## src/rtl/aleatorio_pkg.sv

```systemverilog
// ---------------------------------------------------------------------------
// aleatorio_pkg
// Shared types and constants for the random value generator that feeds the
// game initializer.
//   estado_gen_t : FSM states of generador_aleatorio
//   SEED_DEF     : reset seed, also used in place of an all-zero seed
//   TAPS_DEF     : Galois feedback mask for x^16+x^14+x^13+x^11+1
// ---------------------------------------------------------------------------
package aleatorio_pkg;

  typedef enum logic {
    REPOSO   = 1'b0,
    MUESTREO = 1'b1
  } estado_gen_t;

  localparam logic [15:0] SEED_DEF = 16'hACE1;
  localparam logic [15:0] TAPS_DEF = 16'hB400;

endpackage : aleatorio_pkg

```

## src/rtl/lfsr_galois.sv

```systemverilog
// ---------------------------------------------------------------------------
// lfsr_galois
// Free-running Galois LFSR with a synchronous seed load that takes priority
// over stepping. A zero seed is replaced by SEED so the register can never
// lock up in the all-zero state.
// Ports:
//   clk        in   system clock, rising edge
//   reset      in   asynchronous active-high reset (loads SEED)
//   cargar     in   load dato_carga this edge instead of stepping
//   dato_carga in   seed value to load
//   estado     out  current LFSR register value
// ---------------------------------------------------------------------------
module lfsr_galois
  import aleatorio_pkg::*;
#(
  parameter int          W    = 16,
  parameter logic [W-1:0] SEED = SEED_DEF,
  parameter logic [W-1:0] TAPS = TAPS_DEF
) (
  input  logic         clk,
  input  logic         reset,
  input  logic         cargar,
  input  logic [W-1:0] dato_carga,
  output logic [W-1:0] estado
);

  logic [W-1:0] estado_q;
  logic [W-1:0] estado_d;

  // Next value: a load wins over the step; shifting out a 1 applies the taps.
  always_comb begin
    estado_d = estado_q >> 1;
    if (estado_q[0]) begin
      estado_d = (estado_q >> 1) ^ TAPS;
    end
    if (cargar) begin
      estado_d = (dato_carga == '0) ? SEED : dato_carga;
    end
  end

  // LFSR register.
  always_ff @(posedge clk or posedge reset) begin
    if (reset) begin
      estado_q <= SEED;
    end else begin
      estado_q <= estado_d;
    end
  end

  assign estado = estado_q;

endmodule : lfsr_galois

```

## src/rtl/generador_aleatorio.sv

```systemverilog
// ---------------------------------------------------------------------------
// generador_aleatorio
// Producer of valor_aleatorio for the game initializer. A one-cycle request
// in REPOSO starts sampling; each MUESTREO cycle takes the low WIDTH bits of
// the LFSR as a candidate and accepts it only if it is <= MAX_VAL (rejection
// sampling). An accepted value is registered and announced with a one-cycle
// valido strobe.
// Ports:
//   clk             in   system clock, rising edge
//   reset           in   asynchronous active-high reset
//   semilla_en      in   load semilla into the LFSR this edge
//   semilla         in   seed value (zero is replaced by SEED)
//   solicitar       in   request pulse, only honoured in REPOSO
//   valor_aleatorio out  last accepted value, held until the next one
//   valido          out  one-cycle strobe after an acceptance
//   ocupado         out  high while a request is being served
// ---------------------------------------------------------------------------
module generador_aleatorio
  import aleatorio_pkg::*;
#(
  parameter int                WIDTH   = 4,
  parameter int                LFSR_W  = 16,
  parameter logic [LFSR_W-1:0] SEED    = SEED_DEF,
  parameter logic [LFSR_W-1:0] TAPS    = TAPS_DEF,
  parameter int                MAX_VAL = 15
) (
  input  logic              clk,
  input  logic              reset,
  input  logic              semilla_en,
  input  logic [LFSR_W-1:0] semilla,
  input  logic              solicitar,
  output logic [WIDTH-1:0]  valor_aleatorio,
  output logic              valido,
  output logic              ocupado
);

  localparam logic [WIDTH-1:0] MAX_W = WIDTH'(MAX_VAL);

  estado_gen_t      estado_q;
  estado_gen_t      estado_d;
  logic [WIDTH-1:0] valor_q;
  logic [WIDTH-1:0] valor_d;
  logic             valido_q;
  logic             valido_d;

  logic [LFSR_W-1:0] lfsrEstado;
  logic [WIDTH-1:0]  candidato;
  logic              unusedLfsrBits;

  lfsr_galois #(
    .W    (LFSR_W),
    .SEED (SEED),
    .TAPS (TAPS)
  ) u_lfsr (
    .clk        (clk),
    .reset      (reset),
    .cargar     (semilla_en),
    .dato_carga (semilla),
    .estado     (lfsrEstado)
  );

  // The candidate is the current register value; the LFSR keeps stepping
  // underneath, so every rejected cycle tries a fresh value.
  assign candidato      = lfsrEstado[WIDTH-1:0];
  assign unusedLfsrBits = ^lfsrEstado[LFSR_W-1:WIDTH];

  // Next-state and output logic. valido_d defaults low so the strobe lasts
  // exactly the one cycle following an acceptance.
  always_comb begin
    estado_d = estado_q;
    valor_d  = valor_q;
    valido_d = 1'b0;
    case (estado_q)
      REPOSO: begin
        if (solicitar) begin
          estado_d = MUESTREO;
        end
      end
      MUESTREO: begin
        if (candidato <= MAX_W) begin
          valor_d  = candidato;
          valido_d = 1'b1;
          estado_d = REPOSO;
        end
      end
      default: begin
        estado_d = REPOSO;
      end
    endcase
  end

  // State and output registers.
  always_ff @(posedge clk or posedge reset) begin
    if (reset) begin
      estado_q <= REPOSO;
      valor_q  <= '0;
      valido_q <= 1'b0;
    end else begin
      estado_q <= estado_d;
      valor_q  <= valor_d;
      valido_q <= valido_d;
    end
  end

  assign valor_aleatorio = valor_q;
  assign valido          = valido_q;
  assign ocupado         = (estado_q != REPOSO);

endmodule : generador_aleatorio

```

## config.mk

```make
export PLATFORM = sky130hd
export DESIGN_NAME = generador_aleatorio
export DESIGN_NICKNAME = d
export VERILOG_FILES = /design/src/rtl/aleatorio_pkg.sv /design/src/rtl/lfsr_galois.sv /design/src/rtl/generador_aleatorio.sv
export SDC_FILE = /design/constraint.sdc
export NUM_CORES = 1
export LEC_CHECK = 0
export BUFFER_PORTS_ARGS = -buffer_cell sky130_fd_sc_hd__buf_4
export CAP_MARGIN = 20
export CORE_ASPECT_RATIO = 1.25
export CORE_MARGIN = 4
export CORE_UTILIZATION = 25
export CTS_BUF_LIST = sky130_fd_sc_hd__clkbuf_4 sky130_fd_sc_hd__clkbuf_8
export CTS_CLUSTER_SIZE = 28
export DETAILED_ROUTE_END_ITERATION = 16
export GPL_ROUTABILITY_DRIVEN = 0
export PLACE_DENSITY = 0.57
export SYNTH_ARGS = -nofsm -noshare
export SYNTH_HDL_FRONTEND = slang
export SYNTH_SLANG_ARGS = --single-unit
```

## constraint.sdc

```tcl
create_clock -name clk -period 2.4 [get_ports clk]
set_clock_uncertainty 0.05 [all_clocks]
set_input_delay 0.48 -clock clk [delete_from_list [all_inputs] [get_ports clk]]
set_output_delay 0.48 -clock clk [all_outputs]
set_load 0.005 [all_outputs]
```

Word-level counts from Yosys, hierarchy flattened
Index checks and enable logic that the tools add are counted.
{"block": "word_totals", "input_bits": 20, "latchBits": 0, "output_inout_bits": 6, "mem_bits_ro": 0, "ramBits": 0, "n_memories": 0, "reg_bits": 22, "wordCells": 17}
{"block": "classes", "reduce_logical": 2, "eq_ne": 0, "n_div": 0, "bitwise": 2, "multipliers": 0, "addsub": 0, "n_mux": 8, "n_shift": 0, "n_lt_le_gt_ge": 1}
{"cell": "$mux W16", "n": 3}
{"cell": "$logic_not A16 Y1", "n": 1}
{"cell": "$le A4 B4 Y1 const B", "n": 1}
{"cell": "$mux W1", "n": 4}
{"cell": "$not A3 Y4", "n": 1}
{"cell": "$pmux W1 S2", "n": 1}
{"cell": "$reduce_and A2 Y1", "n": 1}
{"cell": "$not A1 Y1", "n": 1}

Depth between registers and ports, before layout
{"block": "logic_depth", "word_depth": 3, "mapped_depth": 4, "mapped_depth_nobuf": 3}

By module
A second synthesis with hierarchy kept.
{"block": "unflattened", "cells_unflattened": 56, "hier_area_um2": 883.3}
{"module": "lfsr_galois", "area_each_um2": 675.6, "instances": 1, "cells_each": 44, "seq_area_each_um2": 410.4}
{"module": "generador_aleatorio", "area_each_um2": 207.7, "instances": 1, "cells_each": 12, "seq_area_each_um2": 150.1}

Worst setup path before layout
Ideal clock, no wire load.
{"block": "synth_timing", "path_kind": "in2reg", "start": "input semilla[13]", "end": "register u_lfsr.estado_q[0] (netlist: u_lfsr.estado[0])", "t_required_ns": 2.289, "arrival_ns": 1.706, "stages": 3, "setup_slack_ns": 0.583, "cell_sequence": "or4_4 -> o41ai_4 -> o22a_1"}
{"block": "synth_between", "elab_chain_len": 3}
{"element": "start, declared", "line": "generador_aleatorio.sv:30", "text": "input logic [LFSR_W-1:0] semilla,"}
{"element": "$logic_not A16 Y1", "line": "lfsr_galois.sv:37", "text": "estado_d = (dato_carga == '0) ? SEED : dato_carga;"}
{"element": "$mux W16", "line": "lfsr_galois.sv:37"}
{"element": "$mux W16", "line": "lfsr_galois.sv:36", "text": "if (cargar) begin"}
{"element": "net u_lfsr.estado_d[0]", "line": "lfsr_galois.sv:28", "text": "logic [W-1:0] estado_d;"}
{"element": "end signal, assigned", "line": "lfsr_galois.sv:46", "text": "estado_q <= estado_d;"}
{"element": "end, declared", "line": "lfsr_galois.sv:27", "text": "logic [W-1:0] estado_q;"}
The timed path passes the listed nets, and every way through them passes these cells.
A chain may end at the register's enable or synchronous reset.

Final worst setup path
{"block": "layout_timing", "start": "input semilla[13]", "end": "register u_lfsr.estado_q[11] (netlist: u_lfsr.estado[11])"}
Same word-level chain as after synthesis.

==> results <==
- Of the available clock period, the critical path in the final layout requires 0.737.
- The initial utilization of the core area, before any placement, comes to 0.268.
- In the final layout, the share of cells above drive strength 1 is 0.659.
- The most used standard cell by instance count after synthesis is dfrtp_1.
- Setup repair after global routing left no endpoint under its margin.
- The portion of the post-synthesis area used by sequential elements is 0.638.
- The initial antenna violation count is 0.
- Measured against its own limit, the worst slew margin works out to 0.452.
- The biggest area contributor in the post-synthesis netlist is dfrtp_1.
- After detailed routing, the average wire length per cell comes to 13.6 µm.
- The largest net degree at the start of global routing is 23.
- Summed over all layers, the routed wires come to 1620 µm.
- The commonest register cell after synthesis is dfrtp_1.
- The sum of buffers and inverters on the critical path is 1.
- In the global route stage, overall resource usage came out at 0.0833.
- The count of pins on the block boundary is 26.
- The master of the slowest instance on the critical path is o41ai_4.
- The clock sink count is 22.
- In this run the tool buffered the top-level ports with 25 buffer cells.
- In this run, CTS created clock tree buffers numbering 3.
- The number of flip-flops and latches in the synthesized netlist is 22.
- The data arrival time of the worst path is about 1.9 ns.
- The number of failing setup endpoints in the final timing report is 0.
- The final count of hold timing violations was 0.
- The floorplan step defined a die boundary enclosing ~4500 µm².
- The signal on the critical path passes through buf_4 > or4_4 > o41ai_4 > o22a_1.
- After routing the design area is ~1200 µm².
- A synthesized cell averages 16.0 µm².
- Summed over all failing endpoints, the final setup total negative slack is 0 ns.
- TritonCTS built the clock tree.
- The number of buffers added for setup after CTS is 0.
- Counting flops with a built-in enable in the synthesized netlist gives 0.
- The share of synthesized area in the top cell type comes to 0.399.
- The cell area after placement is around 1100 µm².
- Yosys mapped the design onto 15 distinct sky130hd cell types.
- Measured along the x axis, the die boundary spans 61.0 µm.
- The clock period minus final worst setup slack is 1.77 ns.
- The first routing iteration left 10 violations.
- The floorplan has 23 rows.
- The highest layer touched by signal routing is met4.
- In this run the vertical extent of the chip is ~74 µm.
- The maximum cell stage delay along the critical path is between 0.5 and 0.6 ns.
- The synthesized net count is 75.
- The reported max-cap violation count is 0.
- The antenna diode instance count is 0.
- In this run the worst path has a maximum fanout of 8.
- The cell family contributing the most delay on the critical path is compound AO/OA/AOI/OAI gates.
- The transition time at the pin with the least slew margin is 0.821 ns.
- After clock tree synthesis, the clock-pin slew on the worst setup and hold paths is about 0.08 ns.
- The overall via count from detail_route is 551.
- The root buffer cell is clkbuf_8.
- The path category of the worst min-delay check is in2async.
- The wire length of the first global-routing pass is 2820 µm.
- The number of max-slew violations in the final report was 0.
- The post-synthesis instance area is about 880 µm².
- The routed length on met3 is 155 µm.
- The endpoint type of the worst setup path is a flop.
- In this run the static leakage power is 0.000509 µW.
- The worst hold margin is 0.332 ns.
- Static timing analysis puts the maximum clock frequency at 565 MHz.
- For this run the aggregate overflow at the end of global routing stands at 0.
- The number of global-route vias before repair is between 600 and 700.
- The total DRC errors in the routed layout is 0.
- The Yosys step of the flow raised 0 warnings.
- The detail-routed via count per cell is 4.63.
- The area growth from synthesis to layout is 32.1%.
- After detailed routing, the wire length on met1 is 680 µm.
- The core area is 3280 µm².
- The peak supply drop is 523 µV.
- The net count of the finished layout is approximately 100.
- The async set-or-reset flop fraction in the synthesized netlist is 1.00.
- For this design, the CTS-stage hold fixing added 0 buffers.
- For the worst-skew pair, the clock arrives at the later sink with an insertion delay of ~0.26 ns.
- The run finished with clean final reports.
- Synthesis handed over a netlist of 55 instances.
- STA classifies the critical path startpoint as an input pin.
- The post-detailed-route count of antenna-violating nets is 0.
- The areal power density over the cells is 713 nW/µm².
- The number of iterations in the first detailed-routing pass is 2.
- The CTS H-tree depth is 1.
- The commonest cells after synthesis are dfrtp_1, mux2_2, dfstp_2, o22a_1, or4_4.
- The worst setup path is of the in2reg kind.
- Counting cells, the worst reg-to-reg path comes to 2.
- The number of fill cells is 341.
- The worst path required time is 2.55 ns.
- By area the synthesized netlist is led by dfrtp_1, dfstp_2, mux2_2, o22a_1, or4_4.
- The post-cts sizing count is 0.
- The number of logic stages on the critical path including buffering is 4.
- The clock passes through at most 2 buffers.
- The sum of met2 wire segment lengths after detailed routing is about 760 µm.
==> power by group <==
| part | leakage [µW] | total (µW) | switching (µW) | internal, µW |
|---|---|---|---|---|
| Clock | 0.0000288 | 257 | 111 | 146 |
| Sequential | 0.000248 | 446 | 21.5 | 425 |
| Combinational | 0.000232 | 124 | 44.1 | 79.8 |
| Total | 0.000509 | 827 | 176 | 650 |
==> registers in the layout (all words and copies together) (netlist names) <==
register,count
u_lfsr.estado,16
valido,1
valor_aleatorio,4
ocupado,1
==> cell type report <==
| class | instances | area, µm² | share of cell area |
|---|---|---|---|
| sequential | 22 | 561 | 0.483 |
| timing repair buffer | 25 | 188 | 0.162 |
| tap | 37 | 46.3 | 0.0399 |
| inverter | 1 | 3.75 | 0.00324 |
| clock buffer | 4 | 55.1 | 0.0475 |
| multi-input combinational | 30 | 307 | 0.264 |
==> routing by layer <==
layer / GRT usage / vias to the layer above
met1: 0.100 / 272
met4: 0.0289 / 0
met3: 0.0417 / 2
met2: 0.128 / 21
li1: - / 256
met5: 0 / -
==> kinds of logic (layout without fill, tap and decap cells) <==
kind of cell | Yosys count | after routing | share of synthesized area
buffers and inverters | 3 | 30 | 0.0128
DFF | 22 | 22 | 0.638
and+or+nand+nor | 6 | 6 | 0.0584
muxes | 11 | 11 | 0.141
xor gates and xnor gates | 3 | 3 | 0.0299
AOI/OAI and AO/OA | 10 | 10 | 0.120
==> final timing paths <==
| check | from | to | slack [ns] |
|---|---|---|---|
| min in group clk | solicitar | ocupado | 0.39 |
| worst max register to register | u_lfsr.estado[0] | u_lfsr.estado[13] | 1.36 |
| max in group asynchronous | reset | u_lfsr.estado[8] | 1.46 |
| worst max-delay path | semilla[13] | u_lfsr.estado[11] | 0.63 |
| worst min-delay path | reset | valor_aleatorio[1] | 0.33 |
| worst min register to register | u_lfsr.estado[4] | u_lfsr.estado[3] | 0.43 |
==> cell usage in the layout, fill, tap and decap left out <==
cell | netlist | layout
o21ai_0 | 1 | 1
xnor2_1 | 1 | 1
xor2_1 | 2 | 2
inv_1 | 1 | 1
clkbuf_8 | 0 | 4
o22a_1 | 6 | 6
or4_4 | 3 | 3
dfstp_2 | 8 | 8
or4_1 | 1 | 1
o41ai_4 | 1 | 1
buf_4 | 0 | 25
nor2b_1 | 1 | 1
mux2_2 | 11 | 11
nand2_1 | 1 | 1
o22a_2 | 2 | 2
dfrtp_1 | 14 | 14
==> per-stage QoR <==
stage           util  std cells  power, µW  worst slack [ns]
2_1_floorplan      -         55        514             0.583
3_3_place_gp   0.337        115        577             0.367
3_5_place_dp   0.337        115        580             0.353
4_1_cts        0.354        119        845             0.625
5_1_grt        0.354        119        874             0.581
6_report       0.354        119        827             0.630
(Power assumes the default switching activity.)
